$ cat config.mk
export PLATFORM = sky130hd
export DESIGN_NAME = ad9516_spi_reader_flat
export DESIGN_NICKNAME = d
export VERILOG_FILES = /design/src/rtl/ad9516_spi_reader_if.sv /design/src/rtl/ad9516_spi_reader.sv /design/src/flat_wrapper.sv
export SDC_FILE = /design/constraint.sdc
export NUM_CORES = 1
export LEC_CHECK = 0
export ABC_AREA = 1
export CORE_MARGIN = 10
export CORE_UTILIZATION = 60
export DETAILED_ROUTE_END_ITERATION = 16
export HOLD_SLACK_MARGIN = 0.12
export PLACE_DENSITY_LB_ADDON = 0.12
export SYNTH_ARGS = -nofsm -noshare
export SYNTH_HDL_FRONTEND = slang
export SYNTH_SLANG_ARGS = --single-unit
$ cat constraint.sdc
create_clock -name sys_clk_i -period 3.4 [get_ports sys_clk_i]
set_input_delay 0.68 -clock sys_clk_i [delete_from_list [all_inputs] [get_ports sys_clk_i]]
set_output_delay 0.68 -clock sys_clk_i [all_outputs]
set_load 0.02 [all_outputs]
$ cat src/rtl/ad9516_spi_reader_if.sv
// Request/response bundle between a register-verification client and the AD9516 read engine.
interface ad9516_spi_reader_if;
    logic        rd_req;
    logic        rd_ready;
    logic [12:0] rd_addr;
    logic [7:0]  rd_exp;
    logic [7:0]  rd_mask;
    logic        rd_valid;
    logic [7:0]  rd_data;
    logic        rd_match;
    logic        busy;

    modport master (
        output rd_req, rd_addr, rd_exp, rd_mask,
        input  rd_ready, rd_valid, rd_data, rd_match, busy
    );

    modport slave (
        input  rd_req, rd_addr, rd_exp, rd_mask,
        output rd_ready, rd_valid, rd_data, rd_match, busy
    );
endinterface

$ cat src/rtl/ad9516_spi_reader.sv
// Single-byte AD9516 register read over 4-wire SPI (instruction on SDIO, data from SDO),
// returning the captured byte plus a masked compare against an expected value.
module ad9516_spi_reader #(
    parameter int CLK_DIV  = 5,
    parameter int CS_SETUP = 2,
    parameter int CS_HOLD  = 2,
    parameter int IDLE_GAP = 4
) (
    input  logic               sys_clk_i,
    input  logic               rst_n,
    ad9516_spi_reader_if.slave rd,
    output logic               spi_sclk,
    output logic               spi_cs_n,
    output logic               spi_sdio,
    input  logic               spi_sdo
);
    localparam logic [2:0] S_IDLE  = 3'd0;
    localparam logic [2:0] S_SETUP = 3'd1;
    localparam logic [2:0] S_SHIFT = 3'd2;
    localparam logic [2:0] S_HOLD  = 3'd3;
    localparam logic [2:0] S_GAP   = 3'd4;

    localparam int HW = $clog2(CLK_DIV);
    localparam int CW = 16;

    logic [2:0]    state;
    logic [CW-1:0] cnt;
    logic [HW-1:0] half_cnt;
    logic          phase;
    logic [4:0]    bit_cnt;
    logic [15:0]   tx_sr;
    logic [7:0]    rx_sr;
    logic [7:0]    exp_q;
    logic [7:0]    mask_q;

    logic accept, half_end, sclk_rise, bit_end, setup_done;

    function automatic logic masked_match(input logic [7:0] d, input logic [7:0] e,
                                          input logic [7:0] m);
        return ((d ^ e) & m) == 8'h00;
    endfunction

    always_comb begin
        accept     = rd.rd_req && rd.rd_ready && (state == S_IDLE);
        half_end   = (half_cnt == HW'(CLK_DIV - 1));
        sclk_rise  = (state == S_SHIFT) && half_end && !phase;
        bit_end    = (state == S_SHIFT) && half_end && phase;
        setup_done = (state == S_SETUP) && (cnt == CW'(CS_SETUP - 1));
    end

    // Instruction shifter drains to zero after 16 bits, so SDIO idles low through the data phase.
    always_ff @(posedge sys_clk_i) begin
        if (accept) begin
            tx_sr  <= {1'b1, 2'b00, rd.rd_addr};
            exp_q  <= rd.rd_exp;
            mask_q <= rd.rd_mask;
        end else if (setup_done || (bit_end && bit_cnt != 5'd23)) begin
            tx_sr <= {tx_sr[14:0], 1'b0};
        end
        if (sclk_rise && bit_cnt >= 5'd16)
            rx_sr <= {rx_sr[6:0], spi_sdo};
    end

    always_ff @(posedge sys_clk_i) begin
        if (!rst_n) begin
            state       <= S_IDLE;
            cnt         <= '0;
            half_cnt    <= '0;
            phase       <= 1'b0;
            bit_cnt     <= '0;
            spi_cs_n    <= 1'b1;
            spi_sclk    <= 1'b0;
            spi_sdio    <= 1'b0;
            rd.busy     <= 1'b0;
            rd.rd_ready <= 1'b0;
            rd.rd_valid <= 1'b0;
            rd.rd_data  <= '0;
            rd.rd_match <= 1'b0;
        end else begin
            rd.rd_valid <= 1'b0;
            case (state)
                S_IDLE: begin
                    rd.rd_ready <= 1'b1;
                    if (accept) begin
                        rd.rd_ready <= 1'b0;
                        rd.busy     <= 1'b1;
                        spi_cs_n    <= 1'b0;
                        cnt         <= '0;
                        state       <= S_SETUP;
                    end
                end
                S_SETUP: begin
                    if (setup_done) begin
                        spi_sdio <= tx_sr[15];
                        half_cnt <= '0;
                        phase    <= 1'b0;
                        bit_cnt  <= '0;
                        state    <= S_SHIFT;
                    end else begin
                        cnt <= cnt + 1'b1;
                    end
                end
                S_SHIFT: begin
                    if (!half_end) begin
                        half_cnt <= half_cnt + 1'b1;
                    end else begin
                        half_cnt <= '0;
                        phase    <= !phase;
                        spi_sclk <= !phase;
                        if (phase) begin
                            if (bit_cnt == 5'd23) begin
                                spi_sdio <= 1'b0;
                                cnt      <= '0;
                                state    <= S_HOLD;
                            end else begin
                                bit_cnt  <= bit_cnt + 1'b1;
                                spi_sdio <= tx_sr[15];
                            end
                        end
                    end
                end
                S_HOLD: begin
                    if (cnt == CW'(CS_HOLD - 1)) begin
                        spi_cs_n    <= 1'b1;
                        rd.rd_valid <= 1'b1;
                        rd.rd_data  <= rx_sr;
                        rd.rd_match <= masked_match(rx_sr, exp_q, mask_q);
                        cnt         <= '0;
                        state       <= S_GAP;
                    end else begin
                        cnt <= cnt + 1'b1;
                    end
                end
                S_GAP: begin
                    if (cnt == CW'(IDLE_GAP - 1)) begin
                        rd.busy     <= 1'b0;
                        rd.rd_ready <= 1'b1;
                        state       <= S_IDLE;
                    end else begin
                        cnt <= cnt + 1'b1;
                    end
                end
                default: state <= S_IDLE;
            endcase
        end
    end
endmodule

$ cat src/flat_wrapper.sv
// flat-port wrapper written by rule: the top's interface ports become plain ports
module ad9516_spi_reader_flat 
#(
    parameter int CLK_DIV  = 5,
    parameter int CS_SETUP = 2,
    parameter int CS_HOLD  = 2,
    parameter int IDLE_GAP = 4
)
  (sys_clk_i, rst_n, spi_sclk, spi_cs_n, spi_sdio, spi_sdo, rd_rd_req, rd_rd_addr, rd_rd_exp, rd_rd_mask, rd_rd_ready, rd_rd_valid, rd_rd_data, rd_rd_match, rd_busy);
  ad9516_spi_reader_if rd_i ();
  input  logic sys_clk_i;
  input  logic rst_n;
  output logic spi_sclk;
  output logic spi_cs_n;
  output logic spi_sdio;
  input  logic spi_sdo;
  input wire logic [$bits(rd_i.rd_req)-1:0] rd_rd_req;
  input wire logic [$bits(rd_i.rd_addr)-1:0] rd_rd_addr;
  input wire logic [$bits(rd_i.rd_exp)-1:0] rd_rd_exp;
  input wire logic [$bits(rd_i.rd_mask)-1:0] rd_rd_mask;
  output wire logic [$bits(rd_i.rd_ready)-1:0] rd_rd_ready;
  output wire logic [$bits(rd_i.rd_valid)-1:0] rd_rd_valid;
  output wire logic [$bits(rd_i.rd_data)-1:0] rd_rd_data;
  output wire logic [$bits(rd_i.rd_match)-1:0] rd_rd_match;
  output wire logic [$bits(rd_i.busy)-1:0] rd_busy;
  assign rd_i.rd_req = rd_rd_req;
  assign rd_i.rd_addr = rd_rd_addr;
  assign rd_i.rd_exp = rd_rd_exp;
  assign rd_i.rd_mask = rd_rd_mask;
  assign rd_rd_ready = rd_i.rd_ready;
  assign rd_rd_valid = rd_i.rd_valid;
  assign rd_rd_data = rd_i.rd_data;
  assign rd_rd_match = rd_i.rd_match;
  assign rd_busy = rd_i.busy;
  ad9516_spi_reader #(.CLK_DIV(CLK_DIV), .CS_SETUP(CS_SETUP), .CS_HOLD(CS_HOLD), .IDLE_GAP(IDLE_GAP)) u_core (.sys_clk_i(sys_clk_i), .rst_n(rst_n), .rd(rd_i), .spi_sclk(spi_sclk), .spi_cs_n(spi_cs_n), .spi_sdio(spi_sdio), .spi_sdo(spi_sdo));
endmodule
==> flow_summary.ini <==
[run_status]
status = finished, final reports clean

[logic_synthesis]
synthTopCellsByCount = nand2_1 (126), nor2_1 (48), dfxtp_1 (46), inv_1 (46), edfxtp_1 (37)
netlist_area_um2 = 3930
synthTopCellsByArea = edfxtp_1 (28%), dfxtp_1 (23%), nand2_1 (12%)
synth_seq_cells = 83
ys.flop_type = dfxtp_1
ys_seq_area_frac = 0.518
synth.largest_area_cell = edfxtp_1
synth_cell_types = 32
postSynthCellCount = 468
synth-edff-count = 37
ys.warnings.count = 0
synth_nets = 506
synthArstFlopShare = 0
yosysTopAreaCellShare = 0.283
synth.most_common_cell = nand2_1
synth.avg_cell_area_um2 = 8.39

[timing]
worstMarginPinSlew_ns = 0.773
tns_ns = 0
skew_ns = 0.00701
fmax_mhz = 436
slew_headroom = 0.484
setup_viol = 0
rsz0062_at_grt = no
post-route-min-period_ns = 2.29
drv_slew = 0
hold_viol = 0
fin_crit_sh = 0.674
setup_slack_ns = 1.11

[clock_network]
clockRootBuffer = clkbuf_8
h-tree-depth = 3
cts_sinks = 83
ctsLongestPathBuffers = 2
cts_setup_buffers = 0
cts_buffers = 9
postCtsHoldBufs = 0
tritoncts = built
clk_pin_slew_worst_paths_ns = 0.08
clk_latency_ns = 0.35
post_cts_resized = 0

[cells_and_area]
syn_to_final_growth_pct = 18.1
nets = 554
finish.utilization = 0.730
final_cell_area_um2 = 4640
drive_gt1_frac = 0.104
antenna_cells = 0

[drt]
routedWlPerCell_um = 13.9
first_pass_iters = 5
vias_per_cell = 5.25
drc = 0
wirelength_um = 8340
ant_nets = 0
drt-initial-drc-count = 214
vias = 3138

[setup_path]
start_kind = flip-flop
crit_fanout = 13
cp.required_ns = 3.40
crit_type = reg -> reg
end_kind = flip-flop
cp.arrival_ns = 2.29

[place]
dp_slack_ns = 1.04
dp_hpwl_um = 6090
gp_congestion = 0.847
io_buffers = 47
postPlaceCellArea_um2 = 4430

[global_route]
grt_start_max_net_pins = 30
grt_pass1_wl_um = 14000
grt_usage = 0.170
grt_antenna_before_repair = 0
grt_pass1_vias = 2944
gr-total-overflow = 0

[power_and_ir_drop]
vdd_drop_max_uv = 509
power_density_nw_per_um2 = 605
p_leak_nw = 1.75

[floorplan]
start_util = 0.618
core_area_um2 = 6350
die_w_um = 101
ios = 48
die_h_um = 101
fp-row-count = 29
dieArea_um2 = 10200

[job]
maxCapViolCount = 0

[min_path]
min_path_type = reg -> reg
[stage by stage]
| stage | power, mW | instances | hold slack, ns |
|---|---|---|---|
| 2_1_floorplan | 1.90 | 468 | 0.429 |
| 3_3_place_gp | 2.08 | 582 | 0.431 |
| 3_5_place_dp | 2.10 | 582 | 0.433 |
| 4_1_cts | 2.82 | 598 | 0.445 |
| 5_1_grt | 2.96 | 598 | 0.469 |
| 6_report | 2.80 | 598 | 0.445 |
[cell type report]
cell class / count / area [µm²]
fillers: 492 / 1710
clock inverters: 5 / 61.3
clock buffers: 11 / 141
multi-input cells: 324 / 1640
flip-flops and latches: 83 / 2030
inverters: 49 / 184
repair buffers: 49 / 485
well taps: 77 / 96.3
[layer usage]
metal | global-route usage | up-vias | part of all wire | routed length [µm]
met5 | 0 | - | 0 | 0
met4 | 0.0793 | 0 | 0.017 | 140
met2 | 0.244 | 84 | 0.44 | 3700
met3 | 0.0494 | 12 | 0.070 | 582
li1 | - | 1630 | - | -
met1 | 0.230 | 1412 | 0.47 | 3920
[power breakdown]
| part | switching (mW) | internal, mW |
|---|---|---|
| registers | 0.0671 | 1.20 |
| clock network | 0.357 | 0.364 |
| logic | 0.558 | 0.262 |
| total | 0.983 | 1.82 |
[registers in the layout, indices dropped and copies added (netlist names)]
signal              flops
u_core.rd.rd_match      1
u_core.cnt             16
u_core.state            3
u_core.bit_cnt          5
u_core.spi_sdio         1
u_core.rd.busy          1
u_core.rd.rd_data       8
u_core.mask_q           8
u_core.exp_q            8
u_core.tx_sr           16
u_core.spi_sclk         1
u_core.rd.rd_valid      1
u_core.phase            1
u_core.rx_sr            8
u_core.half_cnt         3
u_core.spi_cs_n         1
u_core.rd.rd_ready      1
[placed cells by master, fill, tap and decap left out]
| master | count |
|---|---|
| nand2_1 | 126 |
| nor2_1 | 48 |
| clkdlybuf4s50_1 | 47 |
| inv_1 | 46 |
| dfxtp_1 | 46 |
| edfxtp_1 | 37 |
| a21oi_1 | 32 |
| nand3_1 | 23 |
| o21ai_0 | 22 |
| o211ai_1 | 12 |
| clkbuf_8 | 10 |
| or2_2 | 9 |
| nand4_1 | 9 |
| nor3_1 | 7 |
| nor2_4 | 5 |
| nand2_2 | 5 |
| ha_1 | 5 |
| nor2_2 | 4 |
| inv_2 | 3 |
| a21oi_2 | 3 |
| nand2_4 | 2 |
| nor3_4 | 2 |
| nand3_2 | 2 |
| o21bai_1 | 2 |
| clkinv_4 | 2 |
| buf_4 | 2 |
| nand3_4 | 1 |
| nand4_4 | 1 |
| and2_0 | 1 |
| a211oi_1 | 1 |
| xor2_1 | 1 |
| o31ai_1 | 1 |
| clkinv_2 | 1 |
| inv_6 | 1 |
| bufinv_16 | 1 |
| clkbuf_1 | 1 |
[worst max-delay path, cell delays in order, from the launching register on]
cell	delay [ns]
dfxtp_1	0.45
nor2_4	0.19
nand2_4	0.09
nor2_1	0.14
nand3_1	0.13
nand2_1	0.32
inv_1	0.18
nand2_1	0.44
[cell families (layout without fill, tap and decap cells)]
group           after synthesis  in the layout  share of synthesized area
simple gates                245            245                      0.293
xor+xnor                      1              1                    0.00223
fa+ha+maj                     5              5                     0.0159
buf+inv                      61            114                     0.0653
flops                        83             83                      0.518
compound gates               73             73                      0.106
[final timing paths]
kind              slack, ns  cells past startpoint                         startpoint                                 to
setup reg to reg       1.11                      7       u_core.state[2]$_SDFFE_PN0P_          u_core.tx_sr[4]$_DFFE_PP_
setup / recovery       1.11                      7       u_core.state[2]$_SDFFE_PN0P_          u_core.tx_sr[4]$_DFFE_PP_
hold reg to reg        0.44                      2  u_core.rd.rd_data[0]$_SDFFE_PN0P_  u_core.rd.rd_data[0]$_SDFFE_PN0P_
hold / removal         0.44                      2  u_core.rd.rd_data[0]$_SDFFE_PN0P_  u_core.rd.rd_data[0]$_SDFFE_PN0P_
Note: power is estimated with default switching activity, not from simulation.
